==> src/rtl/bpu_update_queue.sv <==
`default_nettype none
// ============================================================================
// Module      : bpu_update_queue (with config_pkg)
// Description : Commit-side producer for the branch predictor update port.
//               Collects up to COMMIT_WIDTH resolved control-flow
//               instructions per cycle into a circular FIFO. Drains them in
//               program order, one per cycle, onto the BPU update interface.
// Ports       : clk_i, rst_i                    - clock, sync active-high reset
//               commit_*_i                      - per-slot commit group
//               commit_ready_o                  - whole group can be accepted
//               update_*_o                      - head entry towards the BPU
//               count_o                         - current occupancy
// Revision    : 1.0 - initial release
// ============================================================================

package config_pkg;
    typedef struct packed {
        int unsigned PLEN;
    } cfg_t;

    localparam cfg_t EmptyCfg = '{PLEN: 32};
endpackage

module bpu_update_queue #(
    parameter config_pkg::cfg_t Cfg          = config_pkg::EmptyCfg,
    parameter int               COMMIT_WIDTH = 4,
    parameter int               DEPTH        = 8,
    localparam int              PLEN         = int'(Cfg.PLEN),
    localparam int              CNT_W        = $clog2(DEPTH + 1)
) (
    input  logic                               clk_i,
    input  logic                               rst_i,
    input  logic [COMMIT_WIDTH-1:0]            commit_valid_i,
    input  logic [COMMIT_WIDTH-1:0]            commit_is_cfi_i,
    input  logic [COMMIT_WIDTH-1:0]            commit_is_cond_i,
    input  logic [COMMIT_WIDTH-1:0]            commit_taken_i,
    input  logic [COMMIT_WIDTH-1:0][PLEN-1:0]  commit_pc_i,
    input  logic [COMMIT_WIDTH-1:0][PLEN-1:0]  commit_target_i,
    output logic                               commit_ready_o,
    output logic                               update_valid_o,
    output logic [PLEN-1:0]                    update_pc_o,
    output logic                               update_is_cond_o,
    output logic                               update_taken_o,
    output logic [PLEN-1:0]                    update_target_o,
    output logic [CNT_W-1:0]                   count_o
);

    localparam int PTR_W = $clog2(DEPTH);

    // Pointers and occupancy
    logic [PTR_W-1:0] r_head_q;
    logic [PTR_W-1:0] w_head_d;
    logic [PTR_W-1:0] r_tail_q;
    logic [PTR_W-1:0] w_tail_d;
    logic [CNT_W-1:0] r_count_q;
    logic [CNT_W-1:0] w_count_d;

    // Storage, deliberately without reset
    logic [PLEN-1:0]  r_pc_mem     [DEPTH];
    logic [PLEN-1:0]  r_target_mem [DEPTH];
    logic             r_cond_mem   [DEPTH];
    logic             r_taken_mem  [DEPTH];

    // Enqueue compaction
    logic [COMMIT_WIDTH-1:0] w_elig;
    logic [PTR_W-1:0]        w_wr_idx [COMMIT_WIDTH];
    logic [CNT_W-1:0]        w_k;
    logic [CNT_W-1:0]        w_k_acc;
    logic                    w_deq;

    // Ready depends on registered occupancy only: room for a worst-case group.
    assign commit_ready_o = (int'(r_count_q) + COMMIT_WIDTH) <= DEPTH;
    assign w_deq          = (r_count_q != '0);

    // Each eligible slot lands at tail plus the number of eligible slots below
    // it, which removes gaps left by non-CFI or invalid slots.
    always_comb begin
        w_k = '0;
        for (int i = 0; i < COMMIT_WIDTH; i++) begin
            w_elig[i]   = commit_valid_i[i] & commit_is_cfi_i[i];
            w_wr_idx[i] = r_tail_q + PTR_W'(w_k);
            if (w_elig[i]) begin
                w_k = w_k + CNT_W'(1);
            end
        end
    end

    always_comb begin
        w_k_acc   = commit_ready_o ? w_k : '0;
        w_head_d  = r_head_q + PTR_W'(w_deq);
        w_tail_d  = r_tail_q + PTR_W'(w_k_acc);
        w_count_d = r_count_q + w_k_acc - CNT_W'(w_deq);
    end

    always_ff @(posedge clk_i) begin
        if (rst_i) begin
            r_head_q  <= '0;
            r_tail_q  <= '0;
            r_count_q <= '0;
        end else begin
            r_head_q  <= w_head_d;
            r_tail_q  <= w_tail_d;
            r_count_q <= w_count_d;
        end
    end

    // Taken is normalised at write time so unconditional entries always read 1.
    always_ff @(posedge clk_i) begin
        if (!rst_i && commit_ready_o) begin
            for (int i = 0; i < COMMIT_WIDTH; i++) begin
                if (w_elig[i]) begin
                    r_pc_mem[w_wr_idx[i]]     <= commit_pc_i[i];
                    r_target_mem[w_wr_idx[i]] <= commit_target_i[i];
                    r_cond_mem[w_wr_idx[i]]   <= commit_is_cond_i[i];
                    r_taken_mem[w_wr_idx[i]]  <= commit_is_cond_i[i] ? commit_taken_i[i] : 1'b1;
                end
            end
        end
    end

    // Valid is derived from the count alone so uninitialised storage can
    // never leak X into it.
    assign update_valid_o   = w_deq;
    assign update_pc_o      = r_pc_mem[r_head_q];
    assign update_target_o  = r_target_mem[r_head_q];
    assign update_is_cond_o = r_cond_mem[r_head_q];
    assign update_taken_o   = r_taken_mem[r_head_q];
    assign count_o          = r_count_q;

endmodule
`default_nettype wire
==> config.mk <==
export PLATFORM = sky130hd
export DESIGN_NAME = bpu_update_queue
export DESIGN_NICKNAME = d
export VERILOG_FILES = /design/src/rtl/bpu_update_queue.sv
export SDC_FILE = /design/constraint.sdc
export NUM_CORES = 2
export LEC_CHECK = 0
export CAP_MARGIN = 5
export CELL_PAD_IN_SITES_DETAIL_PLACEMENT = 1
export CELL_PAD_IN_SITES_GLOBAL_PLACEMENT = 1
export CORE_MARGIN = 5
export CORE_UTILIZATION = 39
export CTS_CLUSTER_SIZE = 12
export DETAILED_ROUTE_END_ITERATION = 16
export GPL_TIMING_DRIVEN = 0
export PLACE_DENSITY_LB_ADDON = 0.1
export SLEW_MARGIN = 30
export SYNTH_ARGS = -nofsm -noshare
export SYNTH_HDL_FRONTEND = slang
export SYNTH_SLANG_ARGS = --single-unit
==> constraint.sdc <==
create_clock -name clk_i -period 10.2 [get_ports clk_i]
set_clock_uncertainty 0.15 [all_clocks]
set_input_delay 1.02 -clock clk_i [delete_from_list [all_inputs] [get_ports clk_i]]
set_output_delay 1.02 -clock clk_i [all_outputs]
set_load 0.01 [all_outputs]
==> impl_results.md <==
* Max-cap check violation count at 0
* Worst-path clk slew at 50 ps
* DRT iter0 DRCs at 4,405
* Postcts setup bufs at 0
* Critical path endpoint category: flip-flop
* Clock Path Buffers at 3
* Syn nets at 5,003
* Post-Synthesis Cells at 4,710
* Max incr delay on CP at 760 ps
* Total global routing overflow at 0
* Die Y at 327 µm
* Setup TNS at 0 ps
* First-pass GRT wire length at 283 mm
* Via count at 39,400
* Slowest-stage cell, CP: clkbuf_1
* Hold Slack at 482 ps
* RR Startpoint: r_tail_q[1]
* Die ar. at 0.107 mm²
* Routing usage on met2 at 0.578
* Core area at 0.100 mm²
* Finished Layout Cells at 6,250
* Crit-path cells: clkdlybuf4s50_1 -> and2_1 -> inv_1 -> ha_1 -> ha_1 -> inv_1 -> fa_1 -> xnor2_1 -> nand4_1 -> or2_1 -> buf_2 -> clkbuf_1 -> nand3_4 -> buf_12 -> buf_12
* Leakage at 0.0163 µW
* Global placer's final weighted congestion at 0.909
* Busiest layer in global routing: met2
* Pins Over Slew Limit at 0
* Post-route ant nets at 0
* TritonCTS clock tree: built
* Yosys cell types at 58
* Pwr/cell area at 199 mW/mm²
* All-Layer GR Usage at 0.362
* 1st-pass router iterations at 5
* Die width at 327 µm
* Layout cells sized above 1 at 0.133
* M1 GR Usage at 0.459
* Synth Area per Inst at 8.33 µm²
* Hold path start: r_head_q[0]
* Clock Sinks at 538
* Critical Path RT at 10,400 ps
* Antenna violations before repair at 28
* Dpl cells at 6,111
* Root Driver: clkbuf_16
* Most frequent cells in the layout: 1,572 x nand2_1, 528 x edfxtp_1, 514 x and3_1
* Rows at 116
* Yosys warnings at 0
* Register bit total from synthesis at 538
* Max_slew headroom at 0.271
* CTS Hold Bufs at 0
* Final period util at 0.634
* CP Launch Type: primary input
* TritonCTS Buffers at 70
* CP Class: in -> reg
* Tightest Pin Transition at 1090 ps
* Status: completed
* Hold depth at 2
* Cell Area, Synth at 0.0392 mm²
* GRT met3 Usage at 0.0943
* RR Endpoint: r_pc_mem[5][27]
* CP Data Arrival Time at 6670 ps
* Worst R2R Path Depth at 10
* Fin crit period at 6460 ps
* Register area share after synthesis at 0.409
* Maximum clock frequency at 155 MHz
* Most common cell after layout, fill and taps aside: nand2_1
* P&R area growth vs syn at 13.0%
* Largest net degree at the start of global routing at 31
* Hold Crit Class: reg -> reg
* Endpoint, Worst Hold: r_head_q[0]
* Starting Density at 0.392
* Register-to-register setup slack at 4930 ps
* CP max FO at 30
* Drt total wl at 201 mm
* Utilization after layout at 0.443
* Vias per cell at 6.30
* # DRC at 0
* Worst skew pair latency at 650 ps
* Vias in the first global route at 39,800
* I/O pin cnt at 346
* Port Buffers at 85
* Nets@finish at 5,178
* Post-DR wirelength/cell at 32.2 µm
* Final Hold Fails at 0
* Worst vdd ir at 0.101 mV
* Pwr Total at 8840 µW
* Htree depth at 3
* Unrepaired setup endpoints after global routing: no
* Post-DP HPWL at 142 mm
* Endpoints failing setup at 0
* Fill cell count at 11,900
* Post-CTS sizing at 0
==> worst max path at each step <==
stage,startpoint,to,slack [ps],cells past startpoint
2_1_floorplan,commit_valid_i[0],r_cond_mem[6],4230,13
3_3_place_gp,commit_valid_i[0],r_pc_mem[1][25],-600,13
3_5_place_dp,commit_valid_i[0],r_pc_mem[5][25],3400,15
4_1_cts,commit_valid_i[0],r_pc_mem[5][27],4040,15
5_1_grt,commit_valid_i[0],r_pc_mem[6][26],3820,16
6_report,commit_valid_i[0],r_pc_mem[5][27],3740,15
==> cells in the mapped netlist (all sizes together) <==
cell type / count / share of area
a21boi: 1 / 0.00019
a21o: 2 / 0.00038
a21oi: 20 / 0.0027
a22oi: 7 / 0.0013
a31o: 8 / 0.0018
a31oi: 2 / 0.00032
and2: 3 / 0.00048
and3: 514 / 0.082
and4: 1 / 0.00022
and4b: 1 / 0.00026
buf: 341 / 0.048
clkbuf: 306 / 0.030
dfxtp: 10 / 0.0051
edfxtp: 528 / 0.40
fa: 4 / 0.0020
ha: 15 / 0.0048
inv: 13 / 0.0012
mux2: 66 / 0.019
mux4: 132 / 0.076
nand2: 1573 / 0.15
nand2b: 5 / 0.00080
nand3: 12 / 0.0015
nand3b: 1 / 0.00019
nand4: 14 / 0.0022
nand4b: 1 / 0.00022
nand4bb: 1 / 0.00029
nor2: 465 / 0.045
nor2b: 12 / 0.0019
nor3: 15 / 0.0026
nor4: 8 / 0.0019
nor4bb: 1 / 0.00026
o211a: 1 / 0.00026
o211ai: 8 / 0.0015
o21a: 1 / 0.00019
o21ai: 141 / 0.018
o22ai: 1 / 0.00016
o31ai: 448 / 0.086
or2: 10 / 0.0016
or3: 2 / 0.00057
or4: 1 / 0.00019
xnor2: 12 / 0.0032
xor2: 3 / 0.00086
==> report_power, final <==
| group | switching, µW | internal (µW) | total [µW] |
|---|---|---|---|
| clock network | 1060 | 1350 | 2410 |
| logic | 2030 | 1520 | 3550 |
| registers | 89.6 | 2790 | 2880 |
==> state kept, by name, summed over array words and instances, names as in the netlist <==
register and cells:
r_tail_q 3, r_cond_mem 8, r_pc_mem 256, r_head_q 3
r_target_mem 256, count_o 4, r_taken_mem 8
==> worst max-delay path: cells and delay by family <==
family	cells	cell delay, ps
buffers and inverters	7	2500
AND/OR/NAND/NOR	4	1780
XOR/XNOR	1	170
adder cells (fa/ha/maj)	3	1040
==> metrics by stage <==
stage          worst slack, ps  cell area [µm²]
3_5_place_dp              3400            42200
4_1_cts                   4040            44300
5_1_grt                   3820            44300
3_3_place_gp              -596            41700
6_report                  3740            44300
2_1_floorplan             4230            39200
==> layout make-up <==
cell class,instances,area [µm²],area share
repair buffers,103,1220,0.0275
multi-input cells,3512,20200,0.455
flip-flops and latches,538,16100,0.362
well taps,1298,1620,0.0366
clock inverters,35,211,0.00477
clock buffers,87,1880,0.0424
diodes,17,42.5,0.000960
inverters,13,48.8,0.00110
plain buffers,647,3080,0.0695
==> logic make-up after synthesis <==
logic type,after synthesis,synth area share
compound gates,640,0.113
xor+xnor,15,0.00402
fa+ha+maj,19,0.00683
buf+inv,660,0.0795
flops,538,0.409
mux,198,0.0947
simple gates,2640,0.292
==> metal layers <==
| metal | routed length, µm | up-vias |
|---|---|---|
| met4 | 10900 | 18 |
| met1 | 77900 | 19600 |
| li1 | - | 16700 |
| met5 | 135 | - |
| met2 | 90900 | 2395 |
| met3 | 21500 | 627 |
Power figures use the tool's default switching activity.
